==> src/rtl/iformat_seq_ctrl.sv <==
// Multi-cycle sequencer for uPower I-format ALU instructions over a single-port
// register file. Define IFMT_BYPASS_EN to forward the last written-back value.
module iformat_seq_ctrl #(
  parameter int DATA_W = 32,
  parameter int ADDR_W = 5
) (
  input  logic              clock,
  input  logic              reset,
  input  logic              instr_valid,
  output logic              instr_ready,
  input  logic [31:0]       instr,
  output logic [ADDR_W-1:0] rf_addr,
  output logic              rf_we,
  output logic [DATA_W-1:0] rf_wdata,
  input  logic [DATA_W-1:0] rf_rdata,
  output logic              busy,
  output logic              done,
  output logic [DATA_W-1:0] result,
  output logic              illegal
);

  localparam logic [5:0] OP_ADDI = 6'b001110;
  localparam logic [5:0] OP_SUBI = 6'b001111;
  localparam logic [5:0] OP_ANDI = 6'b011100;
  localparam logic [5:0] OP_ORI  = 6'b011000;

  typedef enum logic [2:0] {
    S_IDLE,
    S_READ,
    S_WAIT,
    S_EXEC,
    S_WB,
    S_DONE
  } state_t;

  state_t            state;
  state_t            state_next;
  logic              accept;
  logic              legal_in;
  logic              bypass_hit;
  logic [ADDR_W-1:0] rs_in;

  logic [5:0]        opcode_q;
  logic [ADDR_W-1:0] rt_q;
  logic [15:0]       imm_q;
  logic              illegal_q;
  logic [DATA_W-1:0] op_a;
  logic [DATA_W-1:0] alu_out;
  logic [DATA_W-1:0] imm_sext;
  logic [DATA_W-1:0] imm_zext;

  assign rs_in    = ADDR_W'(instr[25:21]);
  assign legal_in = instr[31:26] inside {OP_ADDI, OP_SUBI, OP_ANDI, OP_ORI};

`ifdef IFMT_BYPASS_EN
  logic [ADDR_W-1:0] last_rt;
  logic [DATA_W-1:0] last_val;
  logic              last_ok;

  // The write-back value is remembered so a dependent instruction can skip the read.
  always_ff @(posedge clock) begin
    if (!reset) begin
      last_ok  <= 1'b0;
      last_rt  <= '0;
      last_val <= '0;
    end else if (state == S_WB) begin
      last_ok  <= 1'b1;
      last_rt  <= rt_q;
      last_val <= rf_wdata;
    end
  end

  assign bypass_hit = last_ok && (rs_in == last_rt);
`else
  assign bypass_hit = 1'b0;
`endif

  // NOTE: every variable gets a default before the case so no latch is inferred.
  always_comb begin
    state_next = state;
    accept     = 1'b0;
    case (state)
      S_IDLE: begin
        if (instr_valid) begin
          accept = 1'b1;
          if (!legal_in)       state_next = S_DONE;
          else if (bypass_hit) state_next = S_EXEC;
          else                 state_next = S_READ;
        end
      end
      S_READ:  state_next = S_WAIT;
      S_WAIT:  state_next = S_EXEC;
      S_EXEC:  state_next = S_WB;
      S_WB:    state_next = S_DONE;
      S_DONE:  state_next = S_IDLE;
      default: state_next = S_IDLE;
    endcase
  end

  // NOTE: synchronous active-low reset, sampled only on the clock edge.
  always_ff @(posedge clock) begin
    if (!reset) state <= S_IDLE;
    else        state <= state_next;
  end

  assign imm_sext = {{(DATA_W-16){imm_q[15]}}, imm_q};
  assign imm_zext = {{(DATA_W-16){1'b0}}, imm_q};

  always_comb begin
    alu_out = result;
    case (opcode_q)
      OP_ADDI: alu_out = op_a + imm_sext;
      OP_SUBI: alu_out = op_a - imm_sext;
      OP_ANDI: alu_out = op_a & imm_zext;
      OP_ORI:  alu_out = op_a | imm_zext;
      default: alu_out = result;
    endcase
  end

  // NOTE: state and datapath registers use non-blocking assignments so every
  // register sees the pre-edge value of every other register.
  always_ff @(posedge clock) begin
    if (!reset) begin
      opcode_q  <= '0;
      rt_q      <= '0;
      imm_q     <= '0;
      illegal_q <= 1'b0;
      op_a      <= '0;
      rf_addr   <= '0;
      rf_we     <= 1'b0;
      rf_wdata  <= '0;
      result    <= '0;
    end else begin
      rf_we <= (state_next == S_WB);
      if (accept) begin
        opcode_q  <= instr[31:26];
        rt_q      <= ADDR_W'(instr[20:16]);
        imm_q     <= instr[15:0];
        illegal_q <= !legal_in;
      end
      if (state_next == S_READ) rf_addr <= rs_in;
      if (state == S_WAIT) op_a <= rf_rdata;
`ifdef IFMT_BYPASS_EN
      if (accept && legal_in && bypass_hit) op_a <= last_val;
`endif
      if (state == S_EXEC) begin
        result   <= alu_out;
        rf_wdata <= alu_out;
        rf_addr  <= rt_q;
      end
    end
  end

  assign instr_ready = (state == S_IDLE);
  assign busy        = (state != S_IDLE);
  assign done        = (state == S_DONE);
  assign illegal     = done && illegal_q;

endmodule

==> config.mk <==
export PLATFORM = sky130hd
export DESIGN_NAME = iformat_seq_ctrl
export DESIGN_NICKNAME = d
export VERILOG_FILES = /design/src/rtl/iformat_seq_ctrl.sv
export SDC_FILE = /design/constraint.sdc
export NUM_CORES = 1
export LEC_CHECK = 0
export CAP_MARGIN = 20
export CELL_PAD_IN_SITES_DETAIL_PLACEMENT = 0
export CELL_PAD_IN_SITES_GLOBAL_PLACEMENT = 1
export CORE_MARGIN = 4
export CORE_UTILIZATION = 40
export CTS_CLUSTER_SIZE = 14
export DETAILED_ROUTE_END_ITERATION = 8
export PLACE_DENSITY = 0.9
export SYNTH_ARGS = -nofsm -noshare
export SYNTH_HDL_FRONTEND = slang
export SYNTH_SLANG_ARGS = --single-unit
==> constraint.sdc <==
create_clock -name clock -period 12.4 [get_ports clock]
set_input_delay 2.48 -clock clock [delete_from_list [all_inputs] [get_ports clock]]
set_output_delay 2.48 -clock clock [all_outputs]
set_load 0.05 [all_outputs]
# --- Word-level counts from Yosys, hierarchy flattened ---
# Index checks and enable logic that the tools add are counted.
word_totals:
  regBits: 101
  latch_bits: 0
  mem_bits_rw: 0
  romBits: 0
  input_bits: 67
  wordCells: 44
  n_memories: 0
op_classes:
  add_sub_neg: 2
  mul: 0
  n_div: 0
  n_lt_le_gt_ge: 0
  eq_ne: 15
  n_shift: 0
  n_mux: 8
  bitwise_logic: 2
  n_reduce_logical: 8
ops:
  columns: ["cell", "n"]
  rows:
  - ["$pmux W32 S4", 1]
  - ["$add A32 B32 Y32", 1]
  - ["$and A32 B16 Y32", 1]
  - ["$or A32 B16 Y32", 1]
  - ["$sub A32 B32 Y32", 1]
  - ["$eq A6 B4 Y1 const B", 4]
  - ["$eq A6 B5 Y1 const B", 4]
  - ["$pmux W3 S5", 1]
  - ["$mux W5", 2]
  - ["$eq A3 B3 Y1 const B", 3]
  - ["$reduce_bool A4 Y1", 2]
  - ["$eq A3 B1 Y1 const B", 2]
  - ["$eq A3 B2 Y1 const B", 2]
  - ["$mux W3", 2]
  - ["$logic_not A3 Y1", 1]
  - ["$reduce_bool A3 Y1", 1]
  - ["$mux W1", 2]
  - ["$reduce_and A2 Y1", 1]
  - ["$reduce_bool A2 Y1", 1]
  - ["$logic_and A1 B1 Y1", 1]
  - ["$logic_not A1 Y1", 1]

# --- Depth between registers and ports, before layout ---
# Gate-level depths: netlist of run 1.
depth:
  word_depth: 8
  mapped_depth: 18
  ltp_nobuf: 16

# --- Worst setup path before layout of run 1 ---
# No wires, ideal clock.
synth_timing:
  kind: "reg2out"
  start: "register state[2]"
  end: "output port busy"
  t_arrival_ps: 2226
  required_time_ps: 9920
  path_slack_ps: 7694
  stages_incl_launch_ff: 4
  path_buffers: 1
  path_cell_list: "dfxtp_1 -> clkbuf_1 -> nor3_1 -> inv_1"
synth_via:
  elab_chain_cells: 1
synth_rtl:
  columns: ["item", "line", "text"]
  rows:
  - ["from (decl)", "36", "state_t state;"]
  - ["from (signal assigned)", "103", "else state <= state_next;"]
  - ["$reduce_bool A3 Y1", "155", "assign busy = (state != S_IDLE);"]
  - ["to (decl)", "16", "output logic busy,"]
# No other way between the ends.

# --- Worst setup path after layout of run 1 ---
layout_timing:
  start: "register state[2]"
  end: "output port illegal"
layout_via:
  elab_chain_cells: 2
layout_rtl:
  columns: ["item", "line", "text"]
  rows:
  - ["$eq A3 B3 Y1", "156", "assign done = (state == S_DONE);"]
  - ["$logic_and A1 B1 Y1", "157", "assign illegal = done && illegal_q;"]
  - ["to (decl)", "19", "output logic illegal"]
# No other way between the ends.

==> results of run 1 <==
metal layers:
metal | track usage, % | wire, microns | vias up
met1 | 30.2 | 9330 | 2999
met4 | 5.99 | 287 | 0
met5 | 0 | 0 | -
met3 | 4.23 | 1280 | 23
met2 | 31.2 | 8550 | 219
li1 | - | - | 3277
final timing paths:
kind,startpoint,to,depth (start not counted)
max,state[2],illegal,3
min,opcode_q[3],opcode_q[3],2
max reg2reg,opcode_q[2],result[27],14
min reg2reg,opcode_q[3],opcode_q[3],2
cell usage in the layout (no fill, tap or decap), drive strengths merged, types with 8 or more instances in the layout:
cell,count
nand4,9
a21o,24
a31oi,8
a21oi,129
inv,12
o211ai,17
xnor2,19
clkdlybuf4s50,140
nor3,11
nand2,197
o21ai,40
ha,35
nor2,60
a211oi,12
dfxtp,101
buf,11
a311oi,9
a221oi,9
xor2,19
clkbuf,10
nand3,13
sequential cells by signal (all words and copies together), names as in the netlist:
register and count:
state 3, rf_addr 5, rt_q 5, illegal_q 1
op_a 32, result 32, opcode_q 6, imm_q 16
rf_we 1
power groups by stage:
stage / Clock [W] / Sequential, W / Combinational, W
floorplan: 0 / 0.000365 / 0.000318
global placement: 0 / 0.000374 / 0.000413
detailed placement: 0 / 0.000374 / 0.000412
CTS: 0.000272 / 0.000367 / 0.000415
global route: 0.000285 / 0.000370 / 0.000461
finish: 0.000266 / 0.000367 / 0.000418
cells by family after synthesis:
family | share of synthesized area, %
AOI/OAI and AO/OA | 27.6
xor gates and xnor gates | 5.00
adders and majority gates | 6.87
buffers and inverters | 7.91
DFF | 30.3
muxes | 0.601
and+or+nand+nor | 21.6
synth_stat cells (3+ instances only):
master / number / share of area [%]
inv_1: 11 / 0.62
a311oi_1: 9 / 1.2
and3_1: 6 / 0.56
xor2_1: 19 / 2.5
xnor2_1: 19 / 2.5
or2_2: 4 / 0.38
buf_4: 32 / 3.6
nor3_1: 11 / 0.83
mux2i_1: 4 / 0.60
ha_1: 35 / 6.6
and2_1: 5 / 0.47
and3b_1: 3 / 0.39
o21bai_1: 3 / 0.34
a211oi_1: 10 / 1.1
a21o_1: 24 / 2.7
o211ai_1: 17 / 1.9
o22ai_1: 3 / 0.28
o21ai_0: 37 / 2.8
clkbuf_1: 51 / 2.9
o31ai_1: 5 / 0.56
a31oi_1: 6 / 0.56
a21oi_1: 128 / 9.6
nor3b_1: 5 / 0.56
nand2b_1: 3 / 0.28
o21a_1: 3 / 0.34
nand2_1: 197 / 11
a22oi_1: 7 / 0.79
nor2_1: 59 / 3.3
nand4_1: 9 / 0.85
nor2b_1: 4 / 0.38
dfxtp_1: 101 / 30
buf_2: 6 / 0.45
a221oi_1: 7 / 0.92
nand3_1: 13 / 0.98
per-stage QoR:
step | hold slack, ns | total power [W]
after global placement | 0.440 | 0.000787
final | 0.452 | 0.00105
after floorplan | 0.432 | 0.000682
after global routing | 0.474 | 0.00112
after detailed placement | 0.448 | 0.000786
after CTS | 0.457 | 0.00105
critical path, delay by kind of cell (launching register included):
| family | cells | cell delay [ns] |
|---|---|---|
| buffers and inverters | 1 | 0.80 |
| DFF | 1 | 0.52 |
| and+or+nand+nor | 2 | 0.36 |
final cells by class:
cell class | count | area, sq um | share of cell area, %
Multi-Input combinational cell | 695 | 4120 | 50.1
Timing Repair Buffer | 151 | 1490 | 18.1
Inverter | 11 | 41.3 | 0.502
Clock inverter | 5 | 36.3 | 0.441
Tap cell | 216 | 270 | 3.29
Sequential cell | 101 | 2020 | 24.6
Clock buffer | 10 | 239 | 2.91
==> impl_metrics.tcl, run 1 <==
set metrics [dict create \
    fp-row-count 46 \
    synth_nets 1003 \
    placed_area_sq_um 7930 \
    outcome "completed" \
    dr.pass1.iters 5 \
    cts_resized 0 \
    start_kind "register" \
    antenna_cells 0 \
    n_fill_cell 1618 \
    worst_pin_slew_ns 1.07 \
    maxCapViolCount 0 \
    internal_power_w 0.000651 \
    path_max_fanout 11 \
    dp_slack_ns 7.73 \
    critPathMaxStageDelay_ns 0.80 \
    grt_pass1_wl_microns 31400 \
    grt_remaining_overflow 0 \
    route.detailed.drc 0 \
    design_area_sq_um 8220 \
    vias 6518 \
    finalMaxSlewViolations 0 \
    arrival_ns 2.02 \
    ir_drop_v 0.0000752 \
    synth_cell_types 67 \
    tns_ns 0 \
    async_reset_ff_share_pct 0 \
    grt_max_degree 84 \
    pwr-share-clk_pct 25.3 \
    track_usage_pct 20.9 \
    ctsHoldBuffers 0 \
    clk_latency_ns 0.35 \
    final_layout_size_suffix_gt1_share_pct 4.73 \
    area_growth_pct 23.4 \
    cp_cell_sequence "and3b_1, and2_1, clkdlybuf4s50_1" \
    powerDensity_nw_per_um2 128 \
    cp.required_ns 9.92 \
    leakage_nw 3.17 \
    antenna_found_initial 0 \
    gp_congestion 0.925 \
    clk_path_buf_depth 2 \
    syn_avg_cell_area_sq_um 7.40 \
    drt-vias-per-instance 5.48 \
    worst_hold_path_type "reg2reg" \
    post-cts-setup-buffers 0 \
    cts_sinks 101 \
    setup_viol 0 \
    regToRegSetupSlack_ns 7.92 \
    ioPinCount 141 \
    clock_skew_ns 0.00821 \
    synth_ff_type "dfxtp_1" \
    start_util_pct 41.3 \
    port_buffers 140 \
    clock_tree.root_cell "clkbuf_16" \
    p_comb_share_pct 39.8 \
    synth_warnings 0 \
    min_period_ns 4.50 \
    syn-cell-area_sq_um 6660 \
    synth_edf_count 0 \
    clock.fmax_ghz 0.222 \
    detailed_place_hpwl_microns 14200 \
    core_area_sq_um 16100 \
    cts_buffers 9 \
    die_h_microns 137 \
    drt_iter0_drc 510 \
    critPathKind "reg2out" \
    wl_per_cell_microns 16.4 \
    syn_inst 900 \
    finalHoldViolCount 0 \
    drt-total-wl_microns 19400 \
    crit_path_top_delay_cell "clkdlybuf4s50_1" \
    worst_slack_ns 7.90 \
    max_slew_margin_pct 28.4 \
    fin_nets 1072 \
    period_share_pct 36.3 \
    critPathCaptureType "output port" \
    swShare_pct 38.1 \
    post-route-util_pct 51.0 \
    rsz0062_at_grt "false" \
    antenna_left 0 \
    stdcell_count 1189 \
    cts_tree "yes" \
    switchingPower_w 0.000400 \
    ys_ff_latch 101 \
    clkSlewWorstSetupHoldPaths_ns 0.06 \
    die_w_microns 137 \
    pwr-share-seq_pct 34.9 \
    grt_pass1_vias 5986 \
    cts-htree-levels 3 \
    die_area_sq_um 18800 \
    dp.cells 1173 \
    ys_seq_area_share_pct 30.3 \
]
Power figures use the tool's default switching activity.
==> run 2: changes to the inputs <==
--- a/config.mk
+++ b/config.mk
@@ -9,10 +9,10 @@
 export CELL_PAD_IN_SITES_DETAIL_PLACEMENT = 0
 export CELL_PAD_IN_SITES_GLOBAL_PLACEMENT = 1
 export CORE_MARGIN = 4
-export CORE_UTILIZATION = 40
+export CORE_UTILIZATION = 34
 export CTS_CLUSTER_SIZE = 14
 export DETAILED_ROUTE_END_ITERATION = 8
-export PLACE_DENSITY = 0.9
+export PLACE_DENSITY = 0.82
 export SYNTH_ARGS = -nofsm -noshare
 export SYNTH_HDL_FRONTEND = slang
 export SYNTH_SLANG_ARGS = --single-unit
==> constraint.sdc (replaced) <==
create_clock -name clock -period 3.83 [get_ports clock]
set_input_delay 0.766 -clock clock [delete_from_list [all_inputs] [get_ports clock]]
set_output_delay 0.766 -clock clock [all_outputs]
set_load 0.05 [all_outputs]
==> run 2 against run 1 <==
  * Via count increased by 3.7%
  * Non-clock buffer count rose by 55
  * Highest routed layer unchanged
  * Clock-buffer cell count increased by 2
  * Worst hold slack better by 0.012 ns
  * Clock power rose to 3.2 times the previous value
  * Utilization fell by 4.3 points
  * Register-to-register slack got worse by 7.9 ns
  * Sequential power grew to 3.2 times the previous value
  * Critical path depth grew 12
  * Flip-flop and latch count unchanged
  * Power grew to 3.5 times the previous value
  * Die area rose by 17%
  * Largest cell class unchanged
==> impl_metrics.tcl, run 2 (synthesis gave the netlist of run 1 again) <==
set metrics [dict create \
    maxCapViolCount 0 \
    gp_congestion 0.978 \
    switchingPower_w 0.00140 \
    die_w_microns 148 \
    post-route-util_pct 46.7 \
    internal_power_w 0.00227 \
    core_area_sq_um 19000 \
    wl_per_cell_microns 16.6 \
    worst_hold_path_type "reg2reg" \
    min_period_ns 3.76 \
    period_share_pct 98.3 \
    finalMaxSlewViolations 0 \
    cp.required_ns 4.03 \
    whs_ns 0.465 \
    drt_iter0_drc 486 \
    leakage_nw 3.47 \
    route.detailed.drc 0 \
    clock_tree.root_cell "clkbuf_16" \
    die_area_sq_um 21900 \
    clock.fmax_ghz 0.266 \
    critPathMaxStageDelay_ns 0.52 \
    cts_tree "yes" \
    cts-htree-levels 3 \
    clkSlewWorstSetupHoldPaths_ns 0.07 \
    crit_path_top_delay_cell "or4_4" \
    area_growth_pct 33.3 \
    ctsHoldBuffers 0 \
    reg.largest.list "op_a: 32 flops, result: 32 flops, imm_q: 16 flops" \
    final_common_cell "nand2_1" \
    fin_nets 1127 \
    cp_cell_sequence "or4_4, or2_4, o21ai_0, xor2_1, ha_1, buf_4, a21o_1, a221oi_2, o311ai_1, nor3_1, buf_4, o211ai_1, a31oi_1, xor2_1, o22ai_1" \
    grt_remaining_overflow 0 \
    drt-vias-per-instance 5.24 \
    placed_area_sq_um 8400 \
    clk_latency_ns 0.35 \
    rsz0062_at_grt "true" \
    ir_drop_v 0.000411 \
    dr.pass1.iters 5 \
    detailed_place_hpwl_microns 15800 \
    start_util_pct 35.0 \
    p_comb_share_pct 44.8 \
    arrival_ns 3.96 \
    grt_max_degree 84 \
    track_usage_pct 19.2 \
    critPathKind "reg2reg" \
    drt-total-wl_microns 21300 \
    cts_sinks 101 \
    die_h_microns 148 \
    outcome "completed" \
    worst_pin_slew_ns 0.983 \
    dp.cells 1268 \
    grt_pass1_wl_microns 34000 \
    antenna_left 0 \
    critPathCaptureType "register" \
    powerDensity_nw_per_um2 413 \
    swShare_pct 38.1 \
    setup_viol 0 \
    fp-row-count 50 \
    finalHoldViolCount 0 \
    vias 6759 \
    ioPinCount 141 \
    clk_path_buf_depth 2 \
    design_area_sq_um 8880 \
    clock_skew_ns 0.0120 \
    path_max_fanout 4 \
    grt_pass1_vias 6546 \
    antenna_cells 0 \
    port_buffers 140 \
    pwr-share-clk_pct 23.4 \
    start_kind "register" \
    antenna_found_initial 0 \
    final_layout_size_suffix_gt1_share_pct 12.4 \
    final_cell_mix "197 x nand2_1, 140 x clkdlybuf4s50_1, 126 x a21oi_1" \
    pwr-share-seq_pct 31.8 \
    max_slew_margin_pct 34.3 \
    power_w 0.00367 \
    cts_buffers 9 \
    stdcell_count 1289 \
]
[run 2: changes by cell type in the layout (fill, tap and decap cells not counted), sizes merged]
cell      before  now
buf           11   66
clkbuf        10   12
clkinv         4    1
clkinvlp       0    2
[run 2: layer usage]
metal / routed length, microns / global-route usage, % / vias up / part of all wire [%]
li1: - / - / 3383 / -
met1: 10300 / 26.7 / 3149 / 48
met2: 9630 / 30.4 / 202 / 45
met3: 1070 / 3.40 / 25 / 5.0
met4: 333 / 5.40 / 0 / 1.6
met5: 0 / 0 / - / 0
[run 2: stage by stage]
stage                     TNS (ns)  worst slack, ns
after floorplan             -0.101          -0.0761
after global placement     -0.0292          -0.0292
after detailed placement    -0.369           -0.124
after CTS                        0          0.00627
after global routing        -0.328          -0.0854
final                            0           0.0669
[run 2: final timing paths]
path | start | endpoint | slack, ns | depth (start not counted)
worst max-delay path | imm_q[9] | result[26] | 0.07 | 15
worst min-delay path | rt_q[1] | rt_q[1] | 0.46 | 2
worst max register to register | imm_q[9] | result[26] | 0.07 | 15
worst min register to register | rt_q[1] | rt_q[1] | 0.46 | 2
[run 2: area by class of cell]
cell class	instances	area, sq um
fillers	1913	10100
multi-input cells	695	4310
flip-flops and latches	101	2020
repair buffers	206	1910
well taps	260	325
clock buffers	12	236
inverters	11	41.3
clock inverters	4	32.5
[run 2: power by group through the flow]
| stage | clock network [W] | logic [W] | registers (W) |
|---|---|---|---|
| 5_1_grt | 0.000924 | 0.00181 | 0.00117 |
| 4_1_cts | 0.000880 | 0.00155 | 0.00116 |
| 2_1_floorplan | 0 | 0.00105 | 0.00118 |
| 3_3_place_gp | 0 | 0.00153 | 0.00118 |
| 6_report | 0.000860 | 0.00164 | 0.00117 |
| 3_5_place_dp | 0 | 0.00152 | 0.00119 |
[run 2: critical path, delay by kind of cell, from the launching register on]
| kind | cells | cell delay (ns) |
|---|---|---|
| flip-flops | 1 | 0.32 |
| AND/OR/NAND/NOR | 3 | 0.96 |
| adder cells (fa/ha/maj) | 1 | 0.29 |
| AO/OA/AOI/OAI | 7 | 1.35 |
| buffers and inverters | 2 | 0.31 |
| XOR/XNOR | 2 | 0.36 |
[run 2: timing repair]
item / in CTS / in global routing
pin swaps: 3 / 16
resized for setup: 3 / 33
setup buffers: 1 / 4
gates cloned: 0 / 0
endpoints found under the setup margin: 5 / 14
